`src/rtl/seg7_scan_drv.sv`:
```
// -----------------------------------------------------------------------------
// seg7_scan_drv
// Four-digit multiplexed 7-segment driver. It shows one digit per slot,
// SCAN_DIV clocks per slot, and the anodes stay off for the first GAP_CYC
// clocks of every slot so that the previous digit does not ghost. The digit
// value is captured once per frame, so a frame never shows a mix of two
// values. The driver also does leading-zero blanking, blinking per digit and
// a decimal point per digit.
//
// Ports
//   clk         clock
//   rst         asynchronous reset, active-low
//   en          1 = scanning; 0 = display dark, all internal state held
//   digits      four BCD digits, [3:0] = digit 0 (rightmost)
//   blank_lz    leading-zero blanking enable (live)
//   blink_mask  bit i blanks digit i during blink phase 1 (live)
//   dp_mask     bit i lights the decimal point of digit i (live)
//   an          anode selects, active-low, at most one low
//   seg         segments {g,f,e,d,c,b,a}, active-low
//   dp          decimal point, active-low
//   frame_tick  one-cycle pulse after the slot index wraps 3 -> 0
// -----------------------------------------------------------------------------
module seg7_scan_drv #(
  parameter int SCAN_DIV  = 50000,
  parameter int GAP_CYC   = 8,
  parameter int BLINK_DIV = 100
) (
  input  logic        clk,
  input  logic        rst,
  input  logic        en,
  input  logic [15:0] digits,
  input  logic        blank_lz,
  input  logic [3:0]  blink_mask,
  input  logic [3:0]  dp_mask,
  output logic [3:0]  an,
  output logic [6:0]  seg,
  output logic        dp,
  output logic        frame_tick
);

  localparam int            BW        = (BLINK_DIV > 1) ? $clog2(BLINK_DIV) : 1;
  localparam logic [15:0]   PCNT_LAST = 16'(SCAN_DIV - 1);
  localparam logic [15:0]   GAP_LEN   = 16'(GAP_CYC);
  localparam logic [BW-1:0] BCNT_LAST = BW'(BLINK_DIV - 1);

  logic [15:0]   pcnt_q, pcnt_d;
  logic [1:0]    idx_q, idx_d;
  logic [15:0]   shadow_q, shadow_d;
  logic [BW-1:0] bcnt_q, bcnt_d;
  logic          blink_ph_q, blink_ph_d;
  logic [3:0]    an_q, an_d;
  logic [6:0]    seg_q, seg_d;
  logic          dp_q, dp_d;
  logic          frame_tick_q, frame_tick_d;

  // BCD to active-low {g,f,e,d,c,b,a}. Codes 10-15 are shown as a dash.
  function automatic logic [6:0] bcd_to_seg(input logic [3:0] v);
    logic [6:0] s;
    case (v)
      4'd0:    s = 7'h40;
      4'd1:    s = 7'h79;
      4'd2:    s = 7'h24;
      4'd3:    s = 7'h30;
      4'd4:    s = 7'h19;
      4'd5:    s = 7'h12;
      4'd6:    s = 7'h02;
      4'd7:    s = 7'h78;
      4'd8:    s = 7'h00;
      4'd9:    s = 7'h10;
      default: s = 7'h3F;
    endcase
    return s;
  endfunction

  // Prescaler, slot index, frame capture and blink phase.
  always_comb begin
    pcnt_d       = pcnt_q;
    idx_d        = idx_q;
    shadow_d     = shadow_q;
    bcnt_d       = bcnt_q;
    blink_ph_d   = blink_ph_q;
    frame_tick_d = 1'b0;
    if (en) begin
      if (pcnt_q == PCNT_LAST) begin
        pcnt_d = '0;
        idx_d  = idx_q + 2'd1;
        if (idx_q == 2'd3) begin
          // Start of a new frame: capture the value for the whole frame.
          shadow_d     = digits;
          frame_tick_d = 1'b1;
          if (bcnt_q == BCNT_LAST) begin
            bcnt_d     = '0;
            blink_ph_d = ~blink_ph_q;
          end else begin
            bcnt_d = bcnt_q + 1'b1;
          end
        end
      end else begin
        pcnt_d = pcnt_q + 16'd1;
      end
    end
  end

  // Decode every digit of the next-state shadow. The output stage then picks
  // one of them with idx_d, so the outputs change on the same edge as idx.
  logic [6:0] dig_seg [4];
  logic [3:0] dig_zero;
  logic [3:0] lz_blank;

  for (genvar gi = 0; gi < 4; gi++) begin : g_dig
    assign dig_seg[gi]  = bcd_to_seg(shadow_d[gi*4 +: 4]);
    assign dig_zero[gi] = (shadow_d[gi*4 +: 4] == 4'd0);
  end

  // Zeros are blanked from the left, and only until the first non-zero
  // digit. Digit 0 is always shown, so a value of zero still displays "0".
  assign lz_blank[3] = blank_lz & dig_zero[3];
  for (genvar gi = 2; gi >= 1; gi--) begin : g_lz
    assign lz_blank[gi] = lz_blank[gi+1] & dig_zero[gi];
  end
  assign lz_blank[0] = 1'b0;

  logic in_gap;
  logic blinked;

  always_comb begin
    an_d    = 4'hF;
    seg_d   = 7'h7F;
    dp_d    = 1'b1;
    in_gap  = (pcnt_d < GAP_LEN);
    blinked = blink_ph_d & blink_mask[idx_d];
    if (en && !in_gap) begin
      an_d = ~(4'b0001 << idx_d);
      // Blink blanks both the segments and dp. Leading-zero blanking only
      // blanks the segments, so "0.5" can still show its point.
      if (!blinked) begin
        if (!lz_blank[idx_d]) begin
          seg_d = dig_seg[idx_d];
        end
        dp_d = ~dp_mask[idx_d];
      end
    end
  end

  always_ff @(posedge clk or negedge rst) begin
    if (!rst) begin
      pcnt_q       <= '0;
      idx_q        <= '0;
      shadow_q     <= '0;
      bcnt_q       <= '0;
      blink_ph_q   <= 1'b0;
      an_q         <= 4'hF;
      seg_q        <= 7'h7F;
      dp_q         <= 1'b1;
      frame_tick_q <= 1'b0;
    end else begin
      pcnt_q       <= pcnt_d;
      idx_q        <= idx_d;
      shadow_q     <= shadow_d;
      bcnt_q       <= bcnt_d;
      blink_ph_q   <= blink_ph_d;
      an_q         <= an_d;
      seg_q        <= seg_d;
      dp_q         <= dp_d;
      frame_tick_q <= frame_tick_d;
    end
  end

  assign an         = an_q;
  assign seg        = seg_q;
  assign dp         = dp_q;
  assign frame_tick = frame_tick_q;

endmodule

```
`config.mk`:
```
export PLATFORM = sky130hd
export DESIGN_NAME = seg7_scan_drv
export DESIGN_NICKNAME = d
export VERILOG_FILES = /design/src/rtl/seg7_scan_drv.sv
export SDC_FILE = /design/constraint.sdc
export NUM_CORES = 1
export LEC_CHECK = 0
export CAP_MARGIN = 10
export CORE_MARGIN = 5
export CORE_UTILIZATION = 31
export CTS_CLUSTER_SIZE = 20
export DETAILED_ROUTE_END_ITERATION = 10
export PLACE_DENSITY = 0.61
export SLEW_MARGIN = 20
export SYNTH_ARGS = -nofsm -noshare
export SYNTH_HDL_FRONTEND = slang
export SYNTH_SLANG_ARGS = --single-unit
```
`constraint.sdc`:
```
create_clock -name clk -period 4.5 [get_ports clk]
set_input_delay 0.9 -clock clk [delete_from_list [all_inputs] [get_ports clk]]
set_output_delay 0.9 -clock clk [all_outputs]
set_load 0.005 [all_outputs]
```
Word level (Yosys, flattened, before mapping)
Memories as Yosys holds them, arrays and structs flattened.
Index checks and enable logic that the tools add are counted.
W data, S select, Z words.

word-level totals
  flip-flop bits (word level) = 55
  bits in read-only memories = 448
  input port bits = 28
  output and inout port bits = 13
  word-level logic and storage cells = 67
  memories kept = 4

memory list
  memory           words  bits a word  read ports  clocked after memory_dff  write ports  RTL line  RTL
  (no name shown)  16     7            1           0                         0            59        case (v)
  (no name shown)  16     7            1           0                         0            59
  (no name shown)  16     7            1           0                         0            59
  (no name shown)  16     7            1           0                         0            59

operators by class
  add/sub/neg operators = 3
  order comparisons = 3
  equal/unequal tests = 3
  shift-type cells = 1
  multiplexer cells = 30
  bitwise logic cells = 8
  reductions and logical operators = 6

operator list
  kind                     count
  $mux W16                 5
  $mux W7                  6
  $add A16 B1 Y16 const B  1
  $eq A16 B16 Y1 const B   1
  $lt A16 B4 Y1 const B    1
  $bmux W7 S2              1
  $logic_not A4 Y1         3
  $mux W1                  12
  $add A7 B1 Y7 const B    1
  $eq A7 B7 Y1 const B     1
  $bmux W1 S2              3
  $and A1 B1 Y1            4
  $mux W2                  2
  $mux W4                  1
  $not A4 Y4               1
  $shl A1 B2 Y4 const A    1
  $ge A3 B3 Y1 const B     1
  $lt A2 B3 Y1 const B     1
  $not A2 Y3               1
  $reduce_and A3 Y1        1
  $add A2 B1 Y2 const B    1
  $eq A2 B2 Y1 const B     1
  $not A1 Y1               2
  $logic_and A1 B1 Y1      1
  $logic_not A1 Y1         1

Longest topological paths before layout
  depth in word-level cells = 13
  gate-level depth with buffers = 13
  gate-level depth less buffers = 13

Least setup slack after synthesis
No wires, ideal clock.

  path type = reg-to-reg
  start point = reg pcnt_q[4]
  end point = reg seg_q[0] (netlist: seg[0])
  library setup time = 92 ps
  data arrival time = 3317 ps
  data required time = 4408 ps
  setup slack = 1092 ps
  stages on the path, launching flop included = 14
  path buffers = 2
  clock period less this slack = 3408 ps
  path through = dfrtp_1 > buf_6 > or4b_4 > nor4_4 > nand2_4 > clkinv_2 > buf_2 > mux2i_1 > inv_1 > ha_1 > nand3_1 > o211ai_1 > a2111oi_0 > nand3_1

on the way
  cells in the longest elaborated chain, start to end = 12
  elaborated cells between the ends (all ways) = 35
  classes of those cells = add/sub (1); order compare (1); eq/ne (1); mux (18); bitwise (5); reduce/logical (5); memory (4)

ends and longest elaborated chain
  what                                                    RTL line  RTL
  from (decl)                                             46        logic [15:0] pcnt_q, pcnt_d;
  from (signal assigned)                                  157       pcnt_q <= pcnt_d;
  $eq A16 B16 Y1 (*)                                      84        if (pcnt_q == PCNT_LAST) begin
  $mux W16 (*)                                            84
  $mux W16 (*)                                            83        if (en) begin
  named net shadow_d[12]                                  48        logic [15:0] shadow_q, shadow_d;
  branches (longest 6 deep; another with $mem_v2 Z16 W7)  --
  $mux W7 (*)                                             137       if (!lz_blank[idx_d]) begin
  $mux W7 (*)                                             136       if (!blinked) begin
  $mux W7 (*)                                             132       if (en && !in_gap) begin
  named net seg_d[0]                                      52        logic [6:0] seg_q, seg_d;
  to (signal assigned)                                    163       seg_q <= seg_d;
  to (decl)                                               52

Mark *: on every way through the listed nets, which the timed path passes. The select of a mux whose other input is x is not followed.
A chain may end at the register's enable or synchronous reset.

Final worst setup path
  start point = in en
  end point = reg seg_q[3] (netlist: seg[3])

on the way
  cells in the longest elaborated chain, start to end = 10
  elaborated cells between the ends (all ways) = 29
  classes of those cells = order compare (1); mux (14); bitwise (5); reduce/logical (5); memory (4)

ends and longest elaborated chain
  what                                                    RTL line  RTL
  from (decl)                                             30        input logic en,
  $mux W16 (*)                                            83
  named net shadow_d[12]                                  48
  branches (longest 6 deep; another with $mem_v2 Z16 W7)  --
  $mux W7 (*)                                             137
  $mux W7 (*)                                             136
  $mux W7 (*)                                             132
  named net seg_d[3]                                      52

Marks and branches as above.

==> qor.yml <==
die_area_mm2: 0.0147
fin_tns_setup_ns: 0
dpl.hpwl_mm: 7.97
avgViaCountPerCell: 5.32
floorplan.rows: 40
drc_errors: 0
die-width_um: 121
clock_latency_ns: 0.29
ctsHoldBuffers: 0
p_clk_share_pct: 32.4
power.leakage_nw: 1.98
crit-reg2reg-launch: "pcnt_q[10]$_DFF_PN0_"
area_growth_pct: 18.1
intPower_mw: 0.876
hold_path.class: "flop to flop"
yosysSeqAreaShare_pct: 36.3
p_switching_mw: 0.324
min_from: "bcnt_q[1]$_DFFE_PN0P_"
cts_root_buf: "clkbuf_16"
p_per_area_mw_per_mm2: 266
critPathArrivalTime_ns: 3.99
syn_area_mm2: 0.00383
run_status: "finished, final reports clean"
syn_nets: 469
final_util_pct: 37.5
drv_slew: 0
initialDrtViolationCount: 186
synthDistinctLibCells: 71
end_kind: "flop"
drtAntennaViolNets: 0
grt_util_all_layers_pct: 14.5
place_congestion: 0.916
num_vias: 3307
fin_crit_sh_pct: 84.1
max-cap-violations: 0
critPathMaxFanout: 19
ioPinCount: 41
initial_core_util_pct: 31.7
ctsLongestPathBuffers: 2
power.total_mw: 1.20
cts_tree: "built"
portBuffers: 40
pwr-share-comb_pct: 17.8
critPathKind: "primary input to flop"
setup_slack_ns: 0.716
cts_setup_buffers: 0
async_flop_share_pct: 100
ctsResizeCount: 0
max_slew_margin_pct: 59.6
cts_sinks: 55
dpl_cell_area_mm2: 0.00437
setup_viol: 0
fp.dieH_um: 121
design_area_mm2: 0.00452
cts_max_level: 2
rsz0062_at_grt: "false"
wl_mm: 10.5
max_freq_mhz: 264
core_area_mm2: 0.0121
finalCriticalPeriod_ns: 3.78
sequentialPowerShare_pct: 49.9
skew_ns: 0.00964
drive_above_1_share_pct: 10.4
place_ws_ns: 0.493
tightest_slew_ns: 0.601
syn_inst: 420
irDropWorstVdd_v: 0.000178
avgSynthCellArea_um2: 9.12
cts_buffers: 5
ys_warn_count: 0
synth_ff_type: "dfrtp_1"
synth_edf_count: 0
startpoint: "en"
ys_seq_elements: 55
path_clk_slew_ns: 0.07
n_antenna_cell: 0
wire_per_inst_um: 16.8
grt_pass1_vias: 3409
overflow: 0
critPathRequiredTime_ns: 4.70
crit_path_start_kind: "primary input"
grt_first_pass_wirelength_mm: 17.3
final_nets: 502
fillers: 1238
finalHoldViolCount: 0
grt_antenna_before_repair: 0
swShare_pct: 27.0
grt_start_max_net_pins: 40
drt_first_pass_iters: 5
[logic make-up (layout without fill, tap and decap cells)]
family / Yosys count / in the layout / synth area share, %
mux: 18 / 18 / 5.56
buf+inv: 53 / 87 / 6.05
flops: 55 / 55 / 36.3
simple gates: 152 / 152 / 22.2
compound gates: 106 / 106 / 19.6
xor+xnor: 15 / 15 / 3.43
fa+ha+maj: 21 / 21 / 6.86
[worst max-delay path, stage by stage]
cell and delay (ns):
clkdlybuf4s50_1 0.65, nand4b_1 0.22, nor4_4 0.25, nand2_4 0.08, clkinv_2 0.27, mux2i_1 0.41
inv_1 0.14, ha_1 0.22, nand3_1 0.08, o211ai_1 0.11, a2111oi_0 0.51, nand3_1 0.13
[placed cells by master, fill, tap and decap left out, types with 8 or more instances in the layout]
cell type / instances
nand2_1: 29
dfstp_2: 12
nand4_1: 12
a211oi_1: 10
o21ai_0: 24
nand3_1: 25
mux2i_1: 13
and3_1: 10
dfrtp_1: 43
clkdlybuf4s50_1: 39
nor3_1: 12
nor2_1: 21
xor2_1: 8
inv_1: 31
a21oi_1: 19
ha_1: 21
[sequential cells by signal (all words and copies together), names as in the netlist]
register / cells
an: 4
bcnt_q: 7
blink_ph_q: 1
dp: 1
frame_tick: 1
idx_q: 2
pcnt_q: 16
seg: 7
shadow_q: 16
[layout make-up]
class,instances,area (um^2),share of cell area (%)
multi-input cells,312,2210,48.9
repair buffers,46,440,9.74
clock inverters,2,12.5,0.277
clock buffers,6,129,2.85
flip-flops and latches,55,1390,30.8
inverters,33,125,2.77
well taps,168,210,4.65
[power groups by stage]
stage	Combinational (mW)	Clock [mW]	Sequential (mW)
CTS	0.217	0.396	0.599
global placement	0.211	0	0.605
finish	0.213	0.389	0.599
floorplan	0.127	0	0.579
detailed placement	0.216	0	0.608
global route	0.234	0.419	0.606
[worst paths after layout]
| path | to | slack (ns) | cells past startpoint |
|---|---|---|---|
| worst min-delay path | bcnt_q[1]$_DFFE_PN0P_ | 0.50 | 2 |
| worst min register to register | bcnt_q[1]$_DFFE_PN0P_ | 0.50 | 2 |
| worst max register to register | seg[3]$_DFF_PN1_ | 0.98 | 11 |
| worst max-delay path | seg[3]$_DFF_PN1_ | 0.72 | 12 |
| min in group asynchronous | shadow_q[10]$_DFF_PN0_ | 0.52 | 1 |
| max in group asynchronous | shadow_q[14]$_DFF_PN0_ | 3.11 | 2 |
[per-stage QoR]
stage / hold slack, ns / cells
floorplan: 0.457 / 420
global placement: 0.484 / 614
detailed placement: 0.496 / 614
CTS: 0.511 / 622
global route: 0.545 / 622
finish: 0.503 / 622
[metal layers]
layer	GRT usage, %	vias to the layer above	share of wire [%]
li1	-	1611	-
met1	18.6	1614	45
met2	25.4	71	50
met3	2.00	11	3.7
met4	4.48	0	1.7
met5	0	-	0
[synth_stat cells (all sizes together) (8+ instances only)]
| cell | n | area [um^2] |
|---|---|---|
| nand4 | 12 | 75.1 |
| dfrtp | 43 | 1080 |
| clkbuf | 10 | 37.5 |
| nor3 | 12 | 60.1 |
| inv | 32 | 120 |
| mux2i | 13 | 130 |
| and3 | 10 | 62.6 |
| dfstp | 12 | 315 |
| nand3 | 25 | 125 |
| a21oi | 19 | 95.1 |
| xor2 | 8 | 70.1 |
| ha | 21 | 263 |
| a211oi | 10 | 75.1 |
| nand2 | 30 | 120 |
| nor2 | 21 | 78.8 |
| buf | 10 | 68.8 |
| o21ai | 29 | 160 |
Note: power is estimated with default switching activity, not from simulation.
